[config.mk]
export PLATFORM = sky130hd
export DESIGN_NAME = mem_port_arbiter
export DESIGN_NICKNAME = d
export VERILOG_FILES = /design/src/rtl/mem_port_arbiter.sv
export SDC_FILE = /design/constraint.sdc
export NUM_CORES = 1
export LEC_CHECK = 0
export ABC_AREA = 1
export BUFFER_PORTS_ARGS = -buffer_cell sky130_fd_sc_hd__clkbuf_2
export CORE_ASPECT_RATIO = 0.9
export CORE_UTILIZATION = 35
export CTS_BUF_LIST = sky130_fd_sc_hd__clkbuf_2 sky130_fd_sc_hd__clkbuf_4 sky130_fd_sc_hd__clkbuf_8
export DETAILED_ROUTE_END_ITERATION = 7
export GPL_TIMING_DRIVEN = 0
export PLACE_DENSITY = 0.67
export SYNTH_ARGS = -nofsm -noshare
export SYNTH_HDL_FRONTEND = slang
export SYNTH_SLANG_ARGS = --single-unit
export TNS_END_PERCENT = 30
[constraint.sdc]
create_clock -name clk -period 2.85 [get_ports clk]
set_input_delay 0.285 -clock clk [delete_from_list [all_inputs] [get_ports clk]]
set_output_delay 0.285 -clock clk [all_outputs]
set_load 0.005 [all_outputs]
[src/rtl/mem_port_arbiter.sv]
// mem_port_arbiter: shares one single-ported memory between fetch and load/store with starvation guard, flush drop and timeout.
module mem_port_arbiter #(
  parameter int ADDR_W = 32,
  parameter int DATA_W = 32,
  parameter int STARVE_LIM = 4,
  parameter int MAX_WAIT = 15
) (
  input  logic                clk,
  input  logic                rst_n,
  input  logic                if_req,
  input  logic [ADDR_W-1:0]   if_addr,
  output logic                if_gnt,
  output logic                if_rvalid,
  output logic [DATA_W-1:0]   if_rdata,
  input  logic                d_req,
  input  logic                d_we,
  input  logic [ADDR_W-1:0]   d_addr,
  input  logic [DATA_W-1:0]   d_wdata,
  input  logic [DATA_W/8-1:0] d_be,
  output logic                d_gnt,
  output logic                d_rvalid,
  output logic [DATA_W-1:0]   d_rdata,
  input  logic                flush,
  output logic                mem_req,
  output logic                mem_we,
  output logic [ADDR_W-1:0]   mem_addr,
  output logic [DATA_W-1:0]   mem_wdata,
  output logic [DATA_W/8-1:0] mem_be,
  input  logic                mem_ack,
  input  logic [DATA_W-1:0]   mem_rdata,
  output logic                bus_err
);
  typedef enum logic [1:0] {IDLE, BUSY_IF, BUSY_D} state_t;
  state_t state;
  logic [3:0] starve_cnt;
  logic [7:0] wait_cnt;
  logic drop, busy, timeout, done;
  assign busy = state != IDLE;
  // wait_cnt is 0 on the first busy cycle, so the abort lands on busy cycle MAX_WAIT
  assign timeout = busy && !mem_ack && wait_cnt == 8'(MAX_WAIT - 1);
  assign done = busy && (mem_ack || timeout);
  assign if_gnt = rst_n && state == IDLE && if_req && !flush && (!d_req || starve_cnt == 4'(STARVE_LIM));
  assign d_gnt = rst_n && state == IDLE && d_req && !if_gnt;
  assign if_rvalid = state == BUSY_IF && done && !drop && !flush;
  assign d_rvalid = state == BUSY_D && done;
  assign if_rdata = if_rvalid && mem_ack ? mem_rdata : '0;
  assign d_rdata = d_rvalid && mem_ack ? mem_rdata : '0;
  assign bus_err = timeout;
  always_ff @(posedge clk or negedge rst_n) begin
    if (!rst_n) begin
      state <= IDLE;
      starve_cnt <= '0;
      wait_cnt <= '0;
      drop <= 1'b0;
      mem_req <= 1'b0;
      mem_we <= 1'b0;
      mem_addr <= '0;
      mem_wdata <= '0;
      mem_be <= '0;
    end else begin
      if (if_gnt)
        starve_cnt <= '0;
      else if (if_req && d_gnt && starve_cnt != 4'(STARVE_LIM))
        starve_cnt <= starve_cnt + 4'd1;
      if (if_gnt || d_gnt) begin
        state <= if_gnt ? BUSY_IF : BUSY_D;
        mem_req <= 1'b1;
        mem_we <= d_gnt && d_we;
        mem_addr <= if_gnt ? if_addr : d_addr;
        mem_wdata <= if_gnt ? '0 : d_wdata;
        mem_be <= if_gnt ? '1 : d_be;
        wait_cnt <= '0;
        drop <= 1'b0;
      end else if (done) begin
        state <= IDLE;
        mem_req <= 1'b0;
        mem_we <= 1'b0;
        drop <= 1'b0;
      end else if (busy) begin
        wait_cnt <= wait_cnt + 8'd1;
        drop <= drop || (state == BUSY_IF && flush);
      end
    end
  end
endmodule
# ---- Word-level counts from Yosys, hierarchy flattened
# Cells that the tools add are included.
dict set report word_totals {
  wordCells 71
  out_inout_bits 139
  ff_bits 85
  in_bits 139
}
dict set report op_classes {
  eq_ne 6
  n_reduce_logical 35
  addsub 2
  mux 19
}
# operator count
set op_table {}
lappend op_table {{32-bit two-way mux} 4}
lappend op_table {{8-bit two-way mux} 3}
lappend op_table {{1-bit logical AND} 19}
lappend op_table {{4-bit two-way mux} 3}
lappend op_table {{8-bit by 1-bit adder with 8-bit output (second input constant)} 1}
lappend op_table {{8-bit by 4-bit equality test with 1-bit output (second input constant)} 1}
lappend op_table {{2-bit nonzero test} 4}
lappend op_table {{1-bit two-way mux} 6}
lappend op_table {{2-bit two-way mux} 3}
lappend op_table {{1-bit logical NOT} 5}
lappend op_table {{4-bit by 1-bit adder with 4-bit output (second input constant)} 1}
lappend op_table {{4-bit by 3-bit equality test with 1-bit output (second input constant)} 1}
lappend op_table {{1-bit logical OR} 4}
lappend op_table {{4-bit by 3-bit inequality test with 1-bit output (second input constant)} 1}
lappend op_table {{3-bit nonzero test} 1}
lappend op_table {{2-bit by 1-bit equality test with 1-bit output (second input constant)} 1}
lappend op_table {{2-bit equality test (second input constant)} 1}
lappend op_table {{2-bit logical NOT} 1}
lappend op_table {{2-bit by 1-bit inequality test with 1-bit output (second input constant)} 1}
lappend op_table {{2-bit AND reduction} 1}

# ---- Depth between registers and ports, before layout
# Gate-level depths: netlist (run 1).
dict set report logic_depth {
  word_depth 11
  mapped_depth 10
  ltp_nobuf 9
}

# ---- Worst setup path before layout (run 1)
# Ideal clock, no wire load.
dict set report synth_timing {
  kind {reg2out}
  start {reg wait_cnt[0]}
  end {out if_rdata[10]}
  path_slack_ps 1109
  stages_incl_launch_ff 10
  arrival_time_ps 1456
  path_cell_list {dfrtp_1 -> inv_1 -> ha_1 -> inv_1 -> nor2_1 -> nand3_1 -> a21oi_1 -> nand3_1 -> clkbuf_1 -> nor2_1}
}
dict set report synth_between {
  elab_chain_cells 9
}
# item line_no
set synth_lines {}
lappend synth_lines {{from (decl)} 36} ;# logic [7:0] wait_cnt;
lappend synth_lines {{from (signal assigned)} 80} ;# wait_cnt <= wait_cnt + 8'd1;
lappend synth_lines {{8-bit by 4-bit equality test with 1-bit output} 40} ;# assign timeout = busy && !mem_ack && wait_cnt == 8'(MAX_WAIT - 1);
lappend synth_lines {{1-bit logical AND} 40}
lappend synth_lines {{1-bit logical OR} 41} ;# assign done = busy && (mem_ack || timeout);
lappend synth_lines {{1-bit logical AND} 41}
lappend synth_lines {{1-bit logical AND (3 in a row)} 44} ;# assign if_rvalid = state == BUSY_IF && done && !drop && !flush;
lappend synth_lines {{1-bit logical AND} 46} ;# assign if_rdata = if_rvalid && mem_ack ? mem_rdata : '0;
lappend synth_lines {{32-bit two-way mux} 46}
lappend synth_lines {{to (decl)} 14} ;# output logic [DATA_W-1:0] if_rdata,
# No other way between the ends.

# ---- Worst setup path after layout (run 1)
dict set report layout_timing {
  start {in rst_n}
  end {out d_gnt}
}
dict set report layout_between {
  elab_chain_cells 6
}
# item line_no
set layout_lines {}
lappend layout_lines {{from (decl)} 9} ;# input logic rst_n,
lappend layout_lines {{1-bit logical AND *} {42, 43}}
lappend layout_lines {{1-bit logical AND (3 in a row)} 42} ;# assign if_gnt = rst_n && state == IDLE && if_req && !flush && (!d_req || starve_cnt == 4'(STARVE_LIM));
lappend layout_lines {{1-bit logical NOT} 43} ;# assign d_gnt = rst_n && state == IDLE && d_req && !if_gnt;
lappend layout_lines {{1-bit logical AND *} 43}
lappend layout_lines {{to (decl)} 20} ;# output logic d_gnt,
# Every way passes the cells marked *; elsewhere a longest branch is shown, timed or not.

==> flow_results.org, run 1 <==
** Critical path
- Worst flop-to-flop path endpoint :: mem_addr[15]
- STA classifies the critical path endpoint as an output pin.
- In this run the critical register-to-register path is launched from state[1].
- The signal on the critical path passes through dlygate4sd3_1 > clkbuf_4 > buf_16 > nand2_2 > nor3_4 > nand2_2 > nand2_2 > buf_4 > inv_1 > clkbuf_2.
- Family of cells with the greatest summed delay on the critical path :: buffers and inverters
- Cell type with the highest occurrence count on the critical path :: sky130_fd_sc_hd__nand2_2
- Cell depth of the worst flop-to-flop path :: 7
- The critical path runs through a total of 10 cells.
- R2R Setup Slk :: slightly above 0.9 ns
- Combined buffer and inverter count along the critical path :: 6
- CP max stage cell :: sky130_fd_sc_hd__dlygate4sd3_1
- The worst setup path is launched from an input port.
- Critical path fanouts, max :: 10
- The critical path starts at rst_n.
- Worst setup path endpoint :: d_gnt
- Data required time at the worst endpoint :: ~2.6 ns
- Data arrives at the worst endpoint at 2.34 ns.
- In this design, the stage delay of the slowest critical-path cell is 0.52 ns.
- Crit Path Class :: in -> out

** Pwr
- Dividing total power by cell area gives a power density of 748 mW/mm^2.
- The analysis attributes to cell leakage a power of between 0.003 and 0.004 uW.
- VDD sags by at most between 0.4 and 0.5 mV.
- Of the total power, registers draw 0.433.
- The internal power of the cells totals 2870 uW.
- Portion of total power attributed to combinational logic :: 0.389
- The share of total power dissipated in the clock network is 0.178.
- Summed over all nets, the switching power comes to 1810 uW.
- Switching Share :: 0.387

** GRT
- Entering global routing, the biggest net connects 51 pins.
- The first global-routing pass estimated 21500 um of wire.
- Total gr overflow :: 0
- Across every metal layer, demand over resource in global routing totals 0.214.
- The number of antenna violations at the first check in global routing was 0.
- Vias in the first global route :: roughly 4300

** Detailed routing
- Count of antenna-violating nets left after detailed routing :: 0
- Vias per std cell :: approximately 4.5
- For this block, the routed nets add up to approximately 14000 um of wire.
- In the routed design, unresolved DRC markers number 0.
- Initial DRC count :: 238
- Pre-Repair DR Iteration Count :: 4
- The detailed router placed 4714 vias in this run.
- Mean routed wirelength per cell :: roughly 13 um

** Logic synthesis
- Number of enable-type register cells in the synthesized netlist :: 0
- Avg Cell Area, Syn :: 7.43 sq um
- For this run, the register share of the synthesized area comes to 0.487.
- Post-synthesis instance area :: approximately 0.0044 sq mm
- Nets in the synthesized netlist :: about 730
- After synthesis, the share of flip-flops with an asynchronous set or reset is 1.00.
- In the synthesized netlist the dominant register cell turns out to be sky130_fd_sc_hd__dfrtp_1.
- Ys Warns :: 0
- After technology mapping, the gate count stands at 588.
- Counting distinct cell types in the post-synthesis netlist gives 25.
- Counting flops and latches in the post-synthesis netlist gives 85.

** Timing
- The tightest hold path in the finished design has a slack of 0.137 ns.
- The clock period could shrink to ~2.6 ns.
- Number of max-slew violations in the final report :: 0
- The worst pin sits at a relative slew slack of 0.648.
- In the finished design, the share of the clock period the worst path needs comes to 0.920.
- Static timing analysis puts the maximum clock frequency at around 380 MHz.
- RSZ-0062 raised after global routing :: false
- Worst-margin pin slew :: 0.525 ns
- Hold violation count in the final report :: 0
- Setup violations remaining at the end of the flow were counted as 0.
- Clock tree skew after final layout :: between 0.009 and 0.01 ns
- Summed negative setup slack over all endpoints :: 0 ns

** Clock network
- Sinks on the clock net :: 85
- TritonCTS built the clock tree.
- CTS built an H-tree with a depth of 3.
- Number of buffers inserted by post-CTS setup repair :: 0
- Clock transition at path regs :: 0.10 ns
- Clock tree synthesis selected as its root buffer the cell sky130_fd_sc_hd__clkbuf_8.
- Number of buffers inserted by hold repair at cts :: 3
- In this run, post-CTS repair resized a total of 0 instances.
- Inserted Clock Buffers :: 9
- Clock latency on the worst-skew pair, taken at its later pin, is around 0.35 ns.
- No sink is reached through more buffers than the 2 on the longest clock path.

** Placement
- Once placement finished, the instance area stood at ~0.006 sq mm.
- Half-perimeter wire length after detailed placement :: 11000 um
- Routability-driven placement finished with a final weighted congestion of 0.797.
- Number of buffers inserted by port buffering :: 277

** Flow run
- Total of max-cap violations :: 0

** Final layout
- Commonest non-fill, non-tap cell in the layout :: sky130_fd_sc_hd__clkbuf_2
- Compared with the post-synthesis result, the final layout area differs by 43.1%.
- Counting the fill cells in the layout gives 1246.
- The final layout contains 1024 nets.
- In the final layout, the share of cells above drive strength 1 is 0.365.
- N_diodes :: 0
- Area of all placed cells without fillers :: 0.00626 sq mm
- The library cells used most frequently in the layout, excluding fill and tap cells, are sky130_fd_sc_hd__clkbuf_2, sky130_fd_sc_hd__nand3_1, sky130_fd_sc_hd__nand2_1.

** Floorplan
- The die covers 0.0129 sq mm.
- Number of top-level pins :: 278
- After floorplanning, the core was sized to cover roughly 0.012 sq mm.
- The initialized floorplan defines 38 standard-cell rows.
- Starting utilization of the core area :: 0.361
- Die H :: 108 um
- From left edge to right edge, the die measures between 100 and 150 um.

** Hold path
- The worst hold path begins at d_wdata[20].
- Worst min path class :: in -> reg

** Status
- The flow ran to the end, and the final reports show no timing, DRC or antenna violations.
[worst min-delay path by stage]
stage | to | cells past startpoint
2_1_floorplan | drop | 0
3_3_place_gp | mem_req | 2
3_5_place_dp | mem_wdata[10] | 1
4_1_cts | mem_wdata[9] | 3
5_1_grt | mem_wdata[20] | 3
6_report | mem_wdata[20] | 3
[tightest hold or removal path: cells and delay by family]
family                 cells  cell delay [ns]
buffers and inverters      2             0.12
AO/OA/AOI/OAI              1             0.06
[layout make-up]
type / count / area [sq um] / area share
multi-input cells: 383 / 1760 / 0.281
plain buffers: 31 / 153 / 0.0244
flip-flops and latches: 85 / 2130 / 0.340
well taps: 160 / 200 / 0.0320
clock buffers: 9 / 124 / 0.0198
repair buffers: 282 / 1490 / 0.239
inverters: 89 / 337 / 0.0538
clock inverters: 7 / 66.3 / 0.0106
[Yosys cell counts, types with 2 or more instances]
cell type / n / share of area
sky130_fd_sc_hd__nor3_1: 2 / 0.0023
sky130_fd_sc_hd__xor2_1: 3 / 0.0060
sky130_fd_sc_hd__a21oi_1: 3 / 0.0034
sky130_fd_sc_hd__o211ai_1: 2 / 0.0034
sky130_fd_sc_hd__inv_1: 87 / 0.075
sky130_fd_sc_hd__buf_4: 6 / 0.010
sky130_fd_sc_hd__nand3_1: 127 / 0.15
sky130_fd_sc_hd__buf_2: 11 / 0.013
sky130_fd_sc_hd__nor2_1: 85 / 0.073
sky130_fd_sc_hd__ha_1: 4 / 0.011
sky130_fd_sc_hd__nand2_1: 110 / 0.094
sky130_fd_sc_hd__o21ai_1: 7 / 0.0080
sky130_fd_sc_hd__o21ai_0: 30 / 0.034
sky130_fd_sc_hd__nand2_2: 3 / 0.0043
sky130_fd_sc_hd__dfrtp_1: 85 / 0.49
sky130_fd_sc_hd__clkbuf_1: 14 / 0.012
[power groups by stage]
stage               Clock [uW]  Sequential (uW)  Combinational (uW)
floorplan                    0             2050                 878
global placement             0             2030                1810
detailed placement           0             2030                1850
CTS                        868             2020                1860
global route               918             2090                2060
finish                     833             2020                1820
[per-layer routing]
layer / routed length [um] / up-vias / global-route usage
met3: 756 / 8 / 0.0564
met1: 5930 / 2120 / 0.257
li1: - / 2424 / -
met5: 0 / - / 0
met4: 82 / 0 / 0.0482
met2: 7210 / 162 / 0.385
[per-stage QoR]
stage	std cells	total power (uW)	utilization	setup WS (ns)
4_1_cts	1045	4740	0.515	0.269
2_1_floorplan	588	2930	-	1.11
3_5_place_dp	1026	3880	0.494	0.0918
3_3_place_gp	1025	3840	0.491	-0.915
5_1_grt	1046	5070	0.516	0.0425
6_report	1046	4680	0.516	0.229
[state kept, by name, indices dropped and copies added (netlist names)]
| name | flops |
|---|---|
| mem_wdata | 32 |
| mem_addr | 32 |
| drop | 1 |
| mem_be | 4 |
| wait_cnt | 8 |
| mem_req | 1 |
| state | 2 |
| mem_we | 1 |
| starve_cnt | 4 |
[kinds of logic (layout without fill, tap and decap cells)]
| logic type | after synthesis | in the layout | synth area share |
|---|---|---|---|
| AND/OR/NAND/NOR | 332 | 332 | 0.331 |
| AO/OA/AOI/OAI | 43 | 43 | 0.0509 |
| adder cells (fa/ha/maj) | 4 | 4 | 0.0114 |
| flip-flops | 85 | 85 | 0.487 |
| buffers and inverters | 120 | 418 | 0.112 |
| XOR/XNOR | 4 | 4 | 0.00802 |
(Power assumes the default switching activity.)
==> inputs of run 2 (changes only) <==
Settings changed: BUFFER_PORTS_ARGS -buffer_cell sky130_fd_sc_hd__clkbuf_2 to not set, CORE_AREA set to 2 2 108 110, CORE_ASPECT_RATIO 0.9 to not set, CORE_UTILIZATION 35 to not set, DIE_AREA set to 0 0 110 112, DONT_BUFFER_PORTS set to 1, PLACE_DENSITY 0.67 to 0.53.
==> flow_results.org, run 2 (synthesized netlist as in run 1, its figures left out) <==
** Timing
- The achievable frequency came to 395 MHz (+3.6%).
- Clock period minus final worst setup slack :: 2.53 ns (-0.0913 ns)
- The number of pins exceeding their max-slew limit in the final report came to 0 (unchanged).
- The worst hold slack after final layout is 0.0481 ns (-0.0894 ns).
- Slew headroom :: 0.632 (-0.0154)
- Clock tree skew after final layout :: 0.00769 ns (-0.00201 ns)
- Hold violation count in the final report :: 0 (unchanged)
- Fin crit share :: 0.888 (-0.0320)
- The count of endpoints failing setup in the final report was 0 (unchanged).
- Worst-margin pin slew :: 0.548 ns (+0.0230 ns)
- Summed negative setup slack over all endpoints :: 0 ns (unchanged)
- Setup repair after global routing left no endpoint under its margin.

** Pwr
- The static leakage was 0.00257 uW (-32%).
- Overall power after layout :: 4270 uW (-8.6%)
- The power density of the placed cells was 887 mW/mm^2 (+19%).
- Largest voltage drop on the vdd net :: 0.394 mV (-3.1%)

** Clock network
- Number of buffers inserted by post-CTS setup repair :: 0 (unchanged)
- The TritonCTS buffer count was 9 (unchanged).
- Root buffer selected by CTS :: sky130_fd_sc_hd__clkbuf_8
- PostCTS Resize Cnt :: 0 (unchanged)
- TritonCTS clock tree :: done
- Clk_lat worst skew :: 0.35 ns (about the same)
- Number of buffers inserted by hold repair at cts :: 2 (-1)
- Maximum number of buffers from clock root to sink :: 2 (unchanged)
- Sinks on the clock net :: 85 (unchanged)
- Clock transition at path regs :: 0.09 ns (about the same)
- Maximum level of the CTS H-tree :: 3 (unchanged)

** Critical path
- The data required time at the worst endpoint is 2.57 ns (about the same).
- The critical path's largest stage delay is 0.41 ns (-0.11 ns).
- Combined buffer and inverter count along the critical path :: 3 (-3)
- The worst setup path is of the reg -> out kind.
- On the critical path the largest part of the delay comes from simple AND/OR/NAND/NOR gates.
- Category of the worst setup path capture point :: output pin
- The largest individual stage delay along the critical path comes from the cell sky130_fd_sc_hd__dfrtp_1.
- Setup crit start kind :: flip-flop
- CP arrival :: 2.24 ns (-0.10 ns)
- The largest fanout on the critical path is 10 (unchanged).
- Traced cell by cell, the critical path runs through inv_1 > ha_1 > inv_1 > nor2_1 > nand3_1 > a21oi_1 > nand3_1 > clkbuf_1 > nor2_1.

** Placement
- The final HPWL from detailed placement was 10300 um (-6.3%).
- Placer Congestion :: 0.833 (+4.5%)
- The count of input and output buffers came to 0 (-100%).

** Detailed routing
- The post-detailed-route wirelength per cell is 17.7 um (+32%).
- Count of antenna-violating nets left after detailed routing :: 0 (unchanged)
- The number of vias after detailed routing came to 3890 (-17%).
- Drt total wl :: 13200 um (-5.4%)
- The number of search-and-repair iterations in the first detailed-routing pass was 4 (unchanged).
- Initial DRC count :: 161 (-32%)
- Vias per std cell :: 5.19 (+15%)
- The final routed DRC violation total came to 0 (unchanged).

** Floorplan
- Core area :: 0.0112 sq mm (-7.8%)
- The width of the die came to 110 um (-8.2%).
- The starting utilization of the core area came to 0.391 (+0.0306).
- The I/O pin total came to 278 (unchanged).
- Die ar. :: 0.0123 sq mm (-4.8%)
- Die H :: 112 um (+3.7%)
- Count of standard-cell rows :: 39 (+2.6%)

** GRT
- The global-route total usage across every layer is 0.219 (+0.00488).
- Total gr overflow :: 0 (unchanged)
- The number of global-route vias before repair was 3881 (-8.9%).
- Global-route wire length before repair :: 20300 um (-5.6%)
- The number of antenna violations at the first check in global routing was 1 (+1).
- The maximum number of pins on one net before global-route repair was 86 (+69%).

** Final layout
- Share of post-route cells with drive strength above 1 :: 0.0710 (-0.294)
- The library cell used most frequently in the layout, excluding fill and tap cells, is sky130_fd_sc_hd__nand3_1.
- The library cells used most frequently in the layout, excluding fill and tap cells, are sky130_fd_sc_hd__nand3_1, sky130_fd_sc_hd__nand2_1, sky130_fd_sc_hd__inv_1.
- The largest registers in the layout are mem_addr (32), mem_wdata (32), wait_cnt (8).
- The number of antenna diodes is 0 (unchanged).
- From synthesis to final layout, the design area changed by 10.2%.
- Total Nets Final :: 744 (-27%)

** Flow run
- Total of max-cap violations :: 0 (unchanged)

** Status
- The flow ran to the end, and the final reports show no timing, DRC or antenna violations.

** Hold path
- Worst min path class :: in -> reg
## run 2: final cells by class
type,count,area (sq um)
timing repair buffer,2,37.5
sequential,85,2130
tap,143,179
inverter,89,337
clock inverter,5,83.8
buffer,31,153
multi-input combinational,383,1760
clock buffer,11,145
fill,1145,6360
## run 2: metal layers
layer  share of wire  track usage  vias up
li1                -            -     1863
met2            0.53        0.392      198
met4           0.022       0.0810        0
met1            0.37        0.240     1808
met3           0.084       0.0662       21
met5               0            0        -
## run 2: per-stage QoR
stage	cell area [sq um]	instances	util	setup WS (ns)
floorplan	4370	588	-	1.11
global placement	4550	731	0.407	0.704
detailed placement	4550	731	0.407	0.702
CTS	4820	749	0.431	0.294
global route	4820	749	0.431	0.0795
finish	4820	749	0.431	0.320
## run 2: where the power goes
part           switching (uW)  internal, uW  total, uW
sequential                469          1720       2190
clock                     434           529        963
combinational             718           405       1120
total                    1620          2650       4270
## run 2: path summary, 6_finish.rpt
kind,to,slack (ns),cells past startpoint,from
setup / recovery,if_rdata[17],0.32,9,wait_cnt[0]
hold / removal,mem_wdata[16],0.05,2,d_wdata[16]
setup reg to reg,mem_wdata[12],0.86,7,state[1]
hold reg to reg,mem_wdata[9],0.52,2,mem_wdata[9]
max in group asynchronous,mem_addr[22],1.99,2,rst_n
min in group asynchronous,mem_addr[2],0.52,2,rst_n
## run 2: worst register-to-register path: cells and delay by family, from the launching register on
family,cells,cell delay (ns)
buffers and inverters,1,0.22
DFF,1,0.42
and+or+nand+nor,5,1.13
AOI/OAI and AO/OA,1,0.10
==> inputs of run 3 (changes only) <==
==> constraint.sdc (replaced) <==
create_clock -name clk -period 2.85 [get_ports clk]
set_input_delay 0.57 -clock clk [delete_from_list [all_inputs] [get_ports clk]]
set_output_delay 0.57 -clock clk [all_outputs]
set_load 0.005 [all_outputs]
==> flow_results.org, run 3 (synthesized netlist as in run 1, its figures left out) <==
** Clock network
- Clock tree synthesis selected as its root buffer the cell sky130_fd_sc_hd__clkbuf_8.
- Sinks on the clock net :: 85 (unchanged)
- The post-CTS clock slew at the launch and capture registers of the worst setup and hold paths came to 0.08 ns (about the same).
- The source-to-sink clock delay at the later pin of the worst-skew pair came to 0.35 ns (about the same).
- TritonCTS built the clock tree.
- The largest buffer count on any clock path is 2 (unchanged).
- The TritonCTS buffer count is 9 (unchanged).
- The number of H-tree levels was 3 (unchanged).

** Timing
- Final count of negative-setup-slack endpoints :: 0 (unchanged)
- Clock tree skew after final layout :: 0.00712 ns (-0.000574 ns)
- Fin crit share :: 0.918 (+0.0302)
- Achievable frequency :: 382 MHz (-3.3%)
- Slew headroom :: 0.626 (-0.00626)
- The sum of negative setup slack came to 0 ns (unchanged).
- The number of pins exceeding their max-slew limit in the final report was 0 (unchanged).
- Setup repair after global routing left no endpoint under its margin.
- The worst hold slack after final layout was 0.115 ns (+0.0670 ns).
- The minimum period implied by the final worst setup slack is 2.62 ns (+0.0861 ns).
- Hold violation count in the final report :: 0 (unchanged)
- The transition time at the pin with the least slew margin is 0.557 ns (+0.00932 ns).

** GRT
- The number of antenna violations at the first check in global routing is 0 (-1).
- The global-route wire length before repair came to 20300 um (-0.24%).
- Global-route usage over all layers :: 0.219 (-0.000486)
- Vias in the first global route :: 3874 (-0.18%)
- Total gr overflow :: 0 (unchanged)
- The maximum number of pins on one net before global-route repair is 86 (unchanged).

** Flow run
- The number of max-capacitance violations reported is 0 (unchanged).

** Floorplan
- The area of the die is 0.0123 sq mm (unchanged).
- The starting utilization of the core area is 0.391 (unchanged).
- The number of core rows is 39 (unchanged).
- Core area :: 0.0112 sq mm (unchanged)
- Die H :: 112 um (unchanged)
- Number of top-level pins :: 278 (unchanged)
- The width of the die came to 110 um (unchanged).

** Hold path
- Worst min path class :: in -> async

** Placement
- The count of input and output buffers came to 0 (unchanged).
- Placed cell count :: 731 (unchanged)
- The placed instance area is 0.00455 sq mm (unchanged).
- The final estimated routing congestion in global placement was 0.833 (unchanged).
- The final HPWL from detailed placement was 10300 um (unchanged).

** Critical path
- R2R Setup Slk :: 0.97 ns (+0.11 ns)
- By startpoint and endpoint, the worst setup path is classified as reg -> out.
- Data required time at the worst endpoint :: 2.28 ns (-0.29 ns)
- The worst setup path is launched from a flip-flop.
- The data arrival time of the critical path was 2.05 ns (-0.19 ns).
- Critical path fanouts, max :: 10 (unchanged)
- STA classifies the critical path endpoint as an output pin.

** Final layout
- The library cell used most frequently in the layout, excluding fill and tap cells, is sky130_fd_sc_hd__nand3_1.
- Fin util :: 0.433 (+0.00168)
- The final non-filler cell area was 0.00484 sq mm (+0.39%).
- The final-stage net count came to 745 (+0.13%).
- In the layout the commonest cells are sky130_fd_sc_hd__nand3_1, sky130_fd_sc_hd__nand2_1, sky130_fd_sc_hd__inv_1.
- Final Non-Filler Cells :: 750 (+0.13%)
- N_diodes :: 0 (unchanged)
- Leading registers by flop count :: mem_addr (32), mem_wdata (32), wait_cnt (8)
- Share of post-route cells with drive strength above 1 :: 0.0824 (+0.0114)
- Relative to the synthesized area, the layout overhead comes to 10.6%.

** Detailed routing
- The number of DRC markers after the initial detailed-route iteration was 170 (+5.6%).
- Drt total wl :: 13200 um (about the same)
- Count of antenna-violating nets left after detailed routing :: 0 (unchanged)
- Vias per std cell :: 5.20 (+0.12%)
- Mean routed wirelength per cell :: 17.6 um (-0.16%)
- Pre-Repair DR Iteration Count :: 4 (unchanged)
- Detailed-route via count :: 3900 (+0.26%)
- The final routed DRC violation total came to 0 (unchanged).

** Pwr
- The static leakage is 0.00259 uW (+0.51%).
- The peak supply drop came to 0.394 mV (about the same).
- Pwr/cell area :: 885 mW/mm^2 (-0.28%)

** Status
- The run finished with clean final reports.
run 3: what timing repair did:
item                                    4_1_cts  5_1_grt
gates resized for setup                       0       12
hold buffers                                  1        0
hold endpoints to repair                     85        0
endpoints found under the setup margin        0       31
setup buffers                                 0        2
run 3: worst max-delay path, stage by stage, from the launching register on:
cell	delay (ns)
sky130_fd_sc_hd__dfrtp_1	0.41
sky130_fd_sc_hd__inv_1	0.13
sky130_fd_sc_hd__ha_1	0.16
sky130_fd_sc_hd__inv_1	0.05
sky130_fd_sc_hd__nor2_1	0.13
sky130_fd_sc_hd__nand3_1	0.11
sky130_fd_sc_hd__a21oi_1	0.17
sky130_fd_sc_hd__nand3_2	0.14
sky130_fd_sc_hd__clkbuf_2	0.23
sky130_fd_sc_hd__nor2_1	0.17
run 3: worst paths after layout:
check	from	end	cells after the start
max	wait_cnt[0]	if_rdata[30]	9
min	rst_n	mem_addr[2]	1
max reg2reg	state[1]	mem_addr[21]	9
min reg2reg	mem_wdata[9]	mem_wdata[9]	2
max in group asynchronous	rst_n	mem_addr[22]	1
min in group clk	d_wdata[16]	mem_wdata[16]	2
run 3: per-stage QoR:
| step | setup slack (ns) | power (uW) |
|---|---|---|
| after floorplan | 0.824 | 2930 |
| after global placement | 0.419 | 3290 |
| after detailed placement | 0.417 | 3330 |
| after CTS | 0.00931 | 4340 |
| after global routing | 0.00853 | 4660 |
| final | 0.234 | 4280 |
run 3: per-layer routing:
metal / part of all wire / up-vias / GRT usage
met1: 0.37 / 1812 / 0.239
met5: 0 / - / 0
li1: - / 1867 / -
met3: 0.084 / 22 / 0.0673
met2: 0.53 / 199 / 0.391
met4: 0.024 / 0 / 0.0810
run 3: cell type report:
type                            count  area (sq um)
Sequential cell                    85          2130
Clock inverter                      5          83.8
Inverter                           89           337
Multi-Input combinational cell    383          1760
Tap cell                          143           179
Fill cell                        1145          6340
Clock buffer                       11           145
Timing Repair Buffer                3          42.5
Buffer                             31           159
run 3: where the power goes:
part	switching [uW]	total, uW	internal [uW]
clock	432	961	529
sequential	470	2190	1720
combinational	719	1130	409
total	1620	4280	2660
